===== src/rtl/ifu_prefetch.sv =====
// ifu_prefetch: decoupled instruction-fetch front end for the npc core.
//
// The unit owns the fetch PC and issues in-order requests over a
// valid/ready memory port. Each accepted request reserves a queue slot
// tagged with its PC. Responses fill slots in order, and the decoder pops
// from the head. A redirect flushes the queue. Responses still owed for
// requests issued before the redirect are counted in drop_cnt and
// discarded when they arrive.
//
// Ports:
//   clk, rst         clock; asynchronous active-high reset
//   req_valid/ready  fetch request handshake, req_addr = fetch PC
//   resp_valid/inst  in-order memory response, one per accepted request
//   inst_valid/ready queue head handshake to the decoder
//   inst_out/inst_pc head instruction and its PC
//   redirect_valid   redirect request (highest priority), new PC in redirect_pc
//   misaligned       sticky: fetch halted on a redirect to a non-word-aligned PC
module ifu_prefetch #(
  parameter int unsigned     XLEN     = 64,
  parameter int unsigned     INST_W   = 32,
  parameter int unsigned     DEPTH    = 4,
  parameter logic [XLEN-1:0] RESET_PC = 64'h8000_0000
) (
  input  logic              clk,
  input  logic              rst,
  output logic              req_valid,
  input  logic              req_ready,
  output logic [XLEN-1:0]   req_addr,
  input  logic              resp_valid,
  input  logic [INST_W-1:0] resp_inst,
  output logic              inst_valid,
  input  logic              inst_ready,
  output logic [INST_W-1:0] inst_out,
  output logic [XLEN-1:0]   inst_pc,
  input  logic              redirect_valid,
  input  logic [XLEN-1:0]   redirect_pc,
  output logic              misaligned
);

  localparam int unsigned AW = $clog2(DEPTH);
  localparam int unsigned PW = AW + 1;
  localparam int unsigned DW = $clog2(DEPTH + 1);
  // One bit wider than the pointers so budget and drop sums cannot overflow.
  localparam int unsigned CW = PW + 1;

  logic [XLEN-1:0]   fetch_pc;
  logic [PW-1:0]     alloc_ptr;
  logic [PW-1:0]     fill_ptr;
  logic [PW-1:0]     rd_ptr;
  logic [DW-1:0]     drop_cnt;
  logic [XLEN-1:0]   pc_mem   [DEPTH];
  logic [INST_W-1:0] inst_mem [DEPTH];

  logic [PW-1:0] reserved;
  logic [PW-1:0] in_flight;
  logic [CW-1:0] budget;
  logic [CW-1:0] redirect_drops;
  logic          req_fire;
  logic          pop;
  logic          resp_drop;
  logic          resp_fill;

  always_comb begin
    reserved  = alloc_ptr - rd_ptr;
    in_flight = alloc_ptr - fill_ptr;
    budget    = CW'(reserved) + CW'(drop_cnt);

    // The rst term holds the request low while reset is asserted, even
    // though the registers already show an idle, aligned state.
    req_valid = !rst && !misaligned && !redirect_valid && (budget < CW'(DEPTH));
    req_addr  = fetch_pc;
    req_fire  = req_valid && req_ready;

    inst_valid = (fill_ptr != rd_ptr) && !redirect_valid;
    inst_out   = inst_mem[rd_ptr[AW-1:0]];
    inst_pc    = pc_mem[rd_ptr[AW-1:0]];
    pop        = inst_valid && inst_ready;

    resp_drop = resp_valid && (drop_cnt != '0);
    resp_fill = resp_valid && (drop_cnt == '0);

    // A response in the redirect cycle retires one outstanding request,
    // whether it was live or already marked for dropping. Every other
    // live request in flight becomes a drop.
    redirect_drops = CW'(drop_cnt) + CW'(in_flight) - CW'(resp_valid);
  end

  always_ff @(posedge clk or posedge rst) begin
    if (rst) begin
      fetch_pc   <= RESET_PC;
      alloc_ptr  <= '0;
      fill_ptr   <= '0;
      rd_ptr     <= '0;
      drop_cnt   <= '0;
      misaligned <= 1'b0;
      for (int unsigned i = 0; i < DEPTH; i++) begin
        pc_mem[AW'(i)]   <= '0;
        inst_mem[AW'(i)] <= '0;
      end
    end else if (redirect_valid) begin
      alloc_ptr  <= '0;
      fill_ptr   <= '0;
      rd_ptr     <= '0;
      drop_cnt   <= DW'(redirect_drops);
      fetch_pc   <= redirect_pc;
      misaligned <= |redirect_pc[1:0];
    end else begin
      if (req_fire) begin
        pc_mem[alloc_ptr[AW-1:0]] <= fetch_pc;
        alloc_ptr                 <= alloc_ptr + PW'(1);
        fetch_pc                  <= fetch_pc + XLEN'(4);
      end
      if (resp_drop) begin
        drop_cnt <= drop_cnt - DW'(1);
      end
      if (resp_fill) begin
        inst_mem[fill_ptr[AW-1:0]] <= resp_inst;
        fill_ptr                   <= fill_ptr + PW'(1);
      end
      if (pop) begin
        rd_ptr <= rd_ptr + PW'(1);
      end
    end
  end

`ifndef SYNTHESIS
  logic [CW-1:0] outstanding;
  always_comb begin
    outstanding = CW'(in_flight) + CW'(drop_cnt);
  end

  a_resp_expected: assert property (@(posedge clk) disable iff (rst)
    resp_valid |-> (outstanding != '0));
  a_budget_cap: assert property (@(posedge clk) disable iff (rst)
    budget <= CW'(DEPTH));
  a_fill_behind_alloc: assert property (@(posedge clk) disable iff (rst)
    in_flight <= reserved);
`endif

endmodule

===== config.mk =====
export PLATFORM = sky130hd
export DESIGN_NAME = ifu_prefetch
export DESIGN_NICKNAME = d
export VERILOG_FILES = /design/src/rtl/ifu_prefetch.sv
export SDC_FILE = /design/constraint.sdc
export NUM_CORES = 1
export LEC_CHECK = 0
export BUFFER_PORTS_ARGS = -buffer_cell sky130_fd_sc_hd__buf_4
export CORE_UTILIZATION = 39
export DETAILED_ROUTE_END_ITERATION = 6
export GPL_ROUTABILITY_DRIVEN = 0
export SLEW_MARGIN = 5
export SYNTH_ARGS = -nofsm -noshare
export SYNTH_HDL_FRONTEND = slang
export SYNTH_SLANG_ARGS = --single-unit
export TNS_END_PERCENT = 5

===== constraint.sdc =====
create_clock -name clk -period 42.2 [get_ports clk]
set_input_delay 2.11 -clock clk [delete_from_list [all_inputs] [get_ports clk]]
set_output_delay 2.11 -clock clk [all_outputs]
set_load 0.02 [all_outputs]

==> out/qor.tcl <==
set qor(status) {complete, no violations}
set qor(critical_path.endpoint_type) {output pin}
set qor(number_of_cts_inserted_buffers) 50
set qor(critPathSlowestCell) {sky130_fd_sc_hd__dfrtp_4}
set qor(syn_area_um2) 21800
set qor(ios) 265
set qor(crit_path_time_final_ps) 5760
set qor(global_route.overflow_total) 0
set qor(finalHoldViolations) 0
set qor(detail_route.first_pass.iterations) 5
set qor(final_min_period_over_clock_period) 0.137
set qor(area_growth_pct) 19.0
set qor(route.antenna.remaining_nets) 0
set qor(cts_resized) 0
set qor(drc_errors) 0
set qor(mappedNetlistNets) 1729
set qor(yosys.cell_count.top_type) {sky130_fd_sc_hd__dfrtp_1}
set qor(core_area_um2) 55100
set qor(ir_worst_vdd_mv) 0.0368
set qor(number_of_global_route_vias_before_repair) 14700
set qor(cp.depth) 8
set qor(cp_cell_sequence) {inv_1, fa_1, xor2_1, xnor2_1, ha_1, nor4_1, and3_1, buf_4}
set qor(fp-row-count) 86
set qor(largest_net_degree_at_the_start_of_global_routing) 94
set qor(flop_pwr_share) 0.413
set qor(detail_route.vias_per_cell) 5.52
set qor(cts-hold-fix-buffers) 0
set qor(finalWorstSetupSlack_ps) 36440
set qor(comb_power_share) 0.269
set qor(global_route_wire_length_before_repair_um) 89000
set qor(hold_class) {register to register}
set qor(power.density_cell_area_nw_per_um2) 51.7
set qor(synth-edff-count) 0
set qor(filler_cell_count) 4951
set qor(synthDominantCellAreaShare) 0.528
set qor(worst_slew_margin_rel) 0.304
set qor(achievable-frequency_mhz) 173
set qor(floorplan.die.width_um) 238
set qor(power.switching_fraction) 0.303
set qor(slowest_delay_ps) 930
set qor(worstPathBufferInverterCount) 2
set qor(cts.clk_slew.worst_paths_ps) 60
set qor(drv_slew) 0
set qor(clk_network_pwr_share) 0.318
set qor(setup_crit_start_kind) {register}
set qor(start_util) 0.395
set qor(avgSynthCellArea_um2) 13.6
set qor(worst-endpoint-required_ps) 40090
set qor(start_to_end_type_of_the_worst_setup_path) {register to output pin}
set qor(worst-slew-pin-transition_ps) 1040
set qor(antenna_found_initial) 3
set qor(yosysWarningCount) 0
set qor(dr_total_vias) 14300
set qor(most_area_hungry_cell_type_in_the_yosys_netlist) {sky130_fd_sc_hd__dfrtp_1}
set qor(yosys-top-cells-count) {sky130_fd_sc_hd__dfrtp_1 (460), sky130_fd_sc_hd__mux2_2 (368), sky130_fd_sc_hd__mux4_2 (96), sky130_fd_sc_hd__nand2_1 (94), sky130_fd_sc_hd__clkbuf_1 (73)}
set qor(htree_num_levels) 2
set qor(port-buffer-count) 264
set qor(seq_area_frac_synth) 0.530
set qor(clk_path_buf_depth) 3
set qor(category_of_cells_accounting_for_the_largest_share_of_critical_path_delay) {flip-flops}
set qor(clk_latency_ps) 600
set qor(max_cap_violations) 0
set qor(cts_tree) {built}
set qor(antenna_diode_count) 0
set qor(biggest_area_contributors_in_the_synthesized_netlist) {sky130_fd_sc_hd__dfrtp_1 (53%), sky130_fd_sc_hd__mux2_2 (19%), sky130_fd_sc_hd__mux4_2 (9.9%)}
set qor(worst-endpoint-arrival_ps) 3650
set qor(postSynth.asyncResetShare) 1.00
set qor(layout.nets) 1928
set qor(hold_depth) 2
set qor(avgRoutedWirePerCell_um) 22.3
set qor(synthCells) 1606
set qor(post-place-ws_ps) 36610
set qor(path_max_fanout) 47
set qor(internal_power_mw) 0.934
set qor(synth.lib_cells_used.distinct) 62
set qor(p_switching_mw) 0.405
set qor(gr-usage-all-layers) 0.204
set qor(routed_wl_um) 57700
set qor(dieArea_um2) 56800
set qor(clock_sinks) 461
set qor(setup_total_negative_slack_ps) 0
set qor(synth_seq_cells) 461
set qor(post_route_cells_drive_above_1_share) 0.457
set qor(power_leakage_nw) 12.1
set qor(finalClockSkew_ps) 27.2
set qor(ff2ff_path_depth) 11
set qor(finalSetupViolCount) 0
set qor(cts_root_buffer) {sky130_fd_sc_hd__clkbuf_16}
set qor(synth-main-ff-cell) {sky130_fd_sc_hd__dfrtp_1}
set qor(dpl.hpwl_um) 36700
set qor(rsz_0062_raised_after_global_routing) {no}
set qor(cts_post_setup_buffers_inserted) 0
set qor(detail_route.iter0.violations) 1097
set qor(die_height_um) 238
[placed cells by master (no fill, tap or decap), types with 4 or more instances in the layout]
cell type and count:
sky130_fd_sc_hd__xnor2_1 12, sky130_fd_sc_hd__a22oi_1 12, sky130_fd_sc_hd__clkbuf_16 53, sky130_fd_sc_hd__fa_1 5, sky130_fd_sc_hd__o21ai_0 42, sky130_fd_sc_hd__ha_1 16, sky130_fd_sc_hd__nand3_1 50, sky130_fd_sc_hd__mux2i_1 8
sky130_fd_sc_hd__or3_1 8, sky130_fd_sc_hd__a31oi_1 7, sky130_fd_sc_hd__a21oi_1 17, sky130_fd_sc_hd__nor2_1 40, sky130_fd_sc_hd__o311ai_0 13, sky130_fd_sc_hd__mux4_2 96, sky130_fd_sc_hd__nand4_1 35, sky130_fd_sc_hd__xor2_1 11
sky130_fd_sc_hd__and2_1 12, sky130_fd_sc_hd__inv_1 20, sky130_fd_sc_hd__nor3_1 14, sky130_fd_sc_hd__nor2b_1 4, sky130_fd_sc_hd__a21o_1 8, sky130_fd_sc_hd__clkbuf_8 12, sky130_fd_sc_hd__nand2_1 90, sky130_fd_sc_hd__o211ai_1 21
sky130_fd_sc_hd__a221o_1 5, sky130_fd_sc_hd__nor4_1 11, sky130_fd_sc_hd__and3_1 14, sky130_fd_sc_hd__clkbuf_1 15, sky130_fd_sc_hd__buf_4 286, sky130_fd_sc_hd__nand2_4 4, sky130_fd_sc_hd__or4_1 18, sky130_fd_sc_hd__and4_1 5
sky130_fd_sc_hd__clkinv_2 6, sky130_fd_sc_hd__dfrtp_1 458, sky130_fd_sc_hd__mux2_2 368
[worst reg2reg max path, delay by kind of cell (launching register included)]
kind	cells	cell delay, ps
buffers and inverters	3	1210
DFF	1	930
and+or+nand+nor	3	1480
adders and majority gates	2	710
muxes	1	330
xor gates and xnor gates	2	290
[registers in the layout, summed over array words and instances, names as in the netlist]
signal / count
alloc_ptr: 3
req_addr: 64
fill_ptr: 3
rd_ptr: 3
pc_mem: 256
inst_mem: 128
drop_cnt: 3
misaligned: 1
[routing by layer]
layer / wire (µm) / vias up / GRT usage
li1: - / 6363 / -
met1: 25000 / 7431 / 0.277
met2: 27100 / 408 / 0.325
met3: 4260 / 81 / 0.0494
met4: 1250 / 4 / 0.0585
met5: 33 / - / 0
[kinds of logic after synthesis]
family	synth area share
XOR/XNOR	0.00925
adder cells (fa/ha/maj)	0.0138
flip-flops	0.530
AO/OA/AOI/OAI	0.0444
buffers and inverters	0.0304
multiplexers	0.293
AND/OR/NAND/NOR	0.0793
[worst paths after layout]
| path | slack (ps) | startpoint | endpoint |
|---|---|---|---|
| setup reg to reg | 37110 | rd_ptr[1]$_DFFE_PP0P_ | pc_mem[134]$_DFFE_PP0P_ |
| min in group asynchronous | 1650 | rst | inst_mem[52]$_DFFE_PP0P_ |
| hold reg to reg | 480 | pc_mem[21]$_DFFE_PP0P_ | pc_mem[21]$_DFFE_PP0P_ |
| max in group asynchronous | 37440 | rst | req_addr[63]$_DFFE_PP0P_ |
| setup / recovery | 36440 | rd_ptr[1]$_DFFE_PP0P_ | req_valid |
| hold / removal | 480 | pc_mem[21]$_DFFE_PP0P_ | pc_mem[21]$_DFFE_PP0P_ |
[cell type report]
| type | instances | area [µm²] | area share |
|---|---|---|---|
| clock buffers | 80 | 1550 | 0.0597 |
| flip-flops and latches | 461 | 11500 | 0.446 |
| clock inverters | 6 | 30.0 | 0.00116 |
| multi-input cells | 985 | 9620 | 0.371 |
| repair buffers | 286 | 2150 | 0.0829 |
| well taps | 748 | 936 | 0.0361 |
| inverters | 21 | 86.3 | 0.00333 |
[per-stage QoR]
step	hold slack [ps]	std cells	total power [mW]	instance area, µm²	util
after global routing	510	2587	1.40	25900	0.470
after detailed placement	467	2501	0.928	24300	0.442
after CTS	481	2587	1.36	25900	0.470
final	476	2587	1.34	25900	0.470
after floorplan	445	1606	0.782	21800	-
after global placement	457	2501	0.919	24300	0.442
[power by group through the flow]
stage / sequential [mW] / combinational [mW] / clock [mW]
after floorplan: 0.542 / 0.241 / 0
after global placement: 0.557 / 0.363 / 0
after detailed placement: 0.561 / 0.367 / 0
after CTS: 0.554 / 0.368 / 0.438
after global routing: 0.563 / 0.387 / 0.455
final: 0.553 / 0.361 / 0.425
No activity file was read; power rests on OpenSTA's default activity.
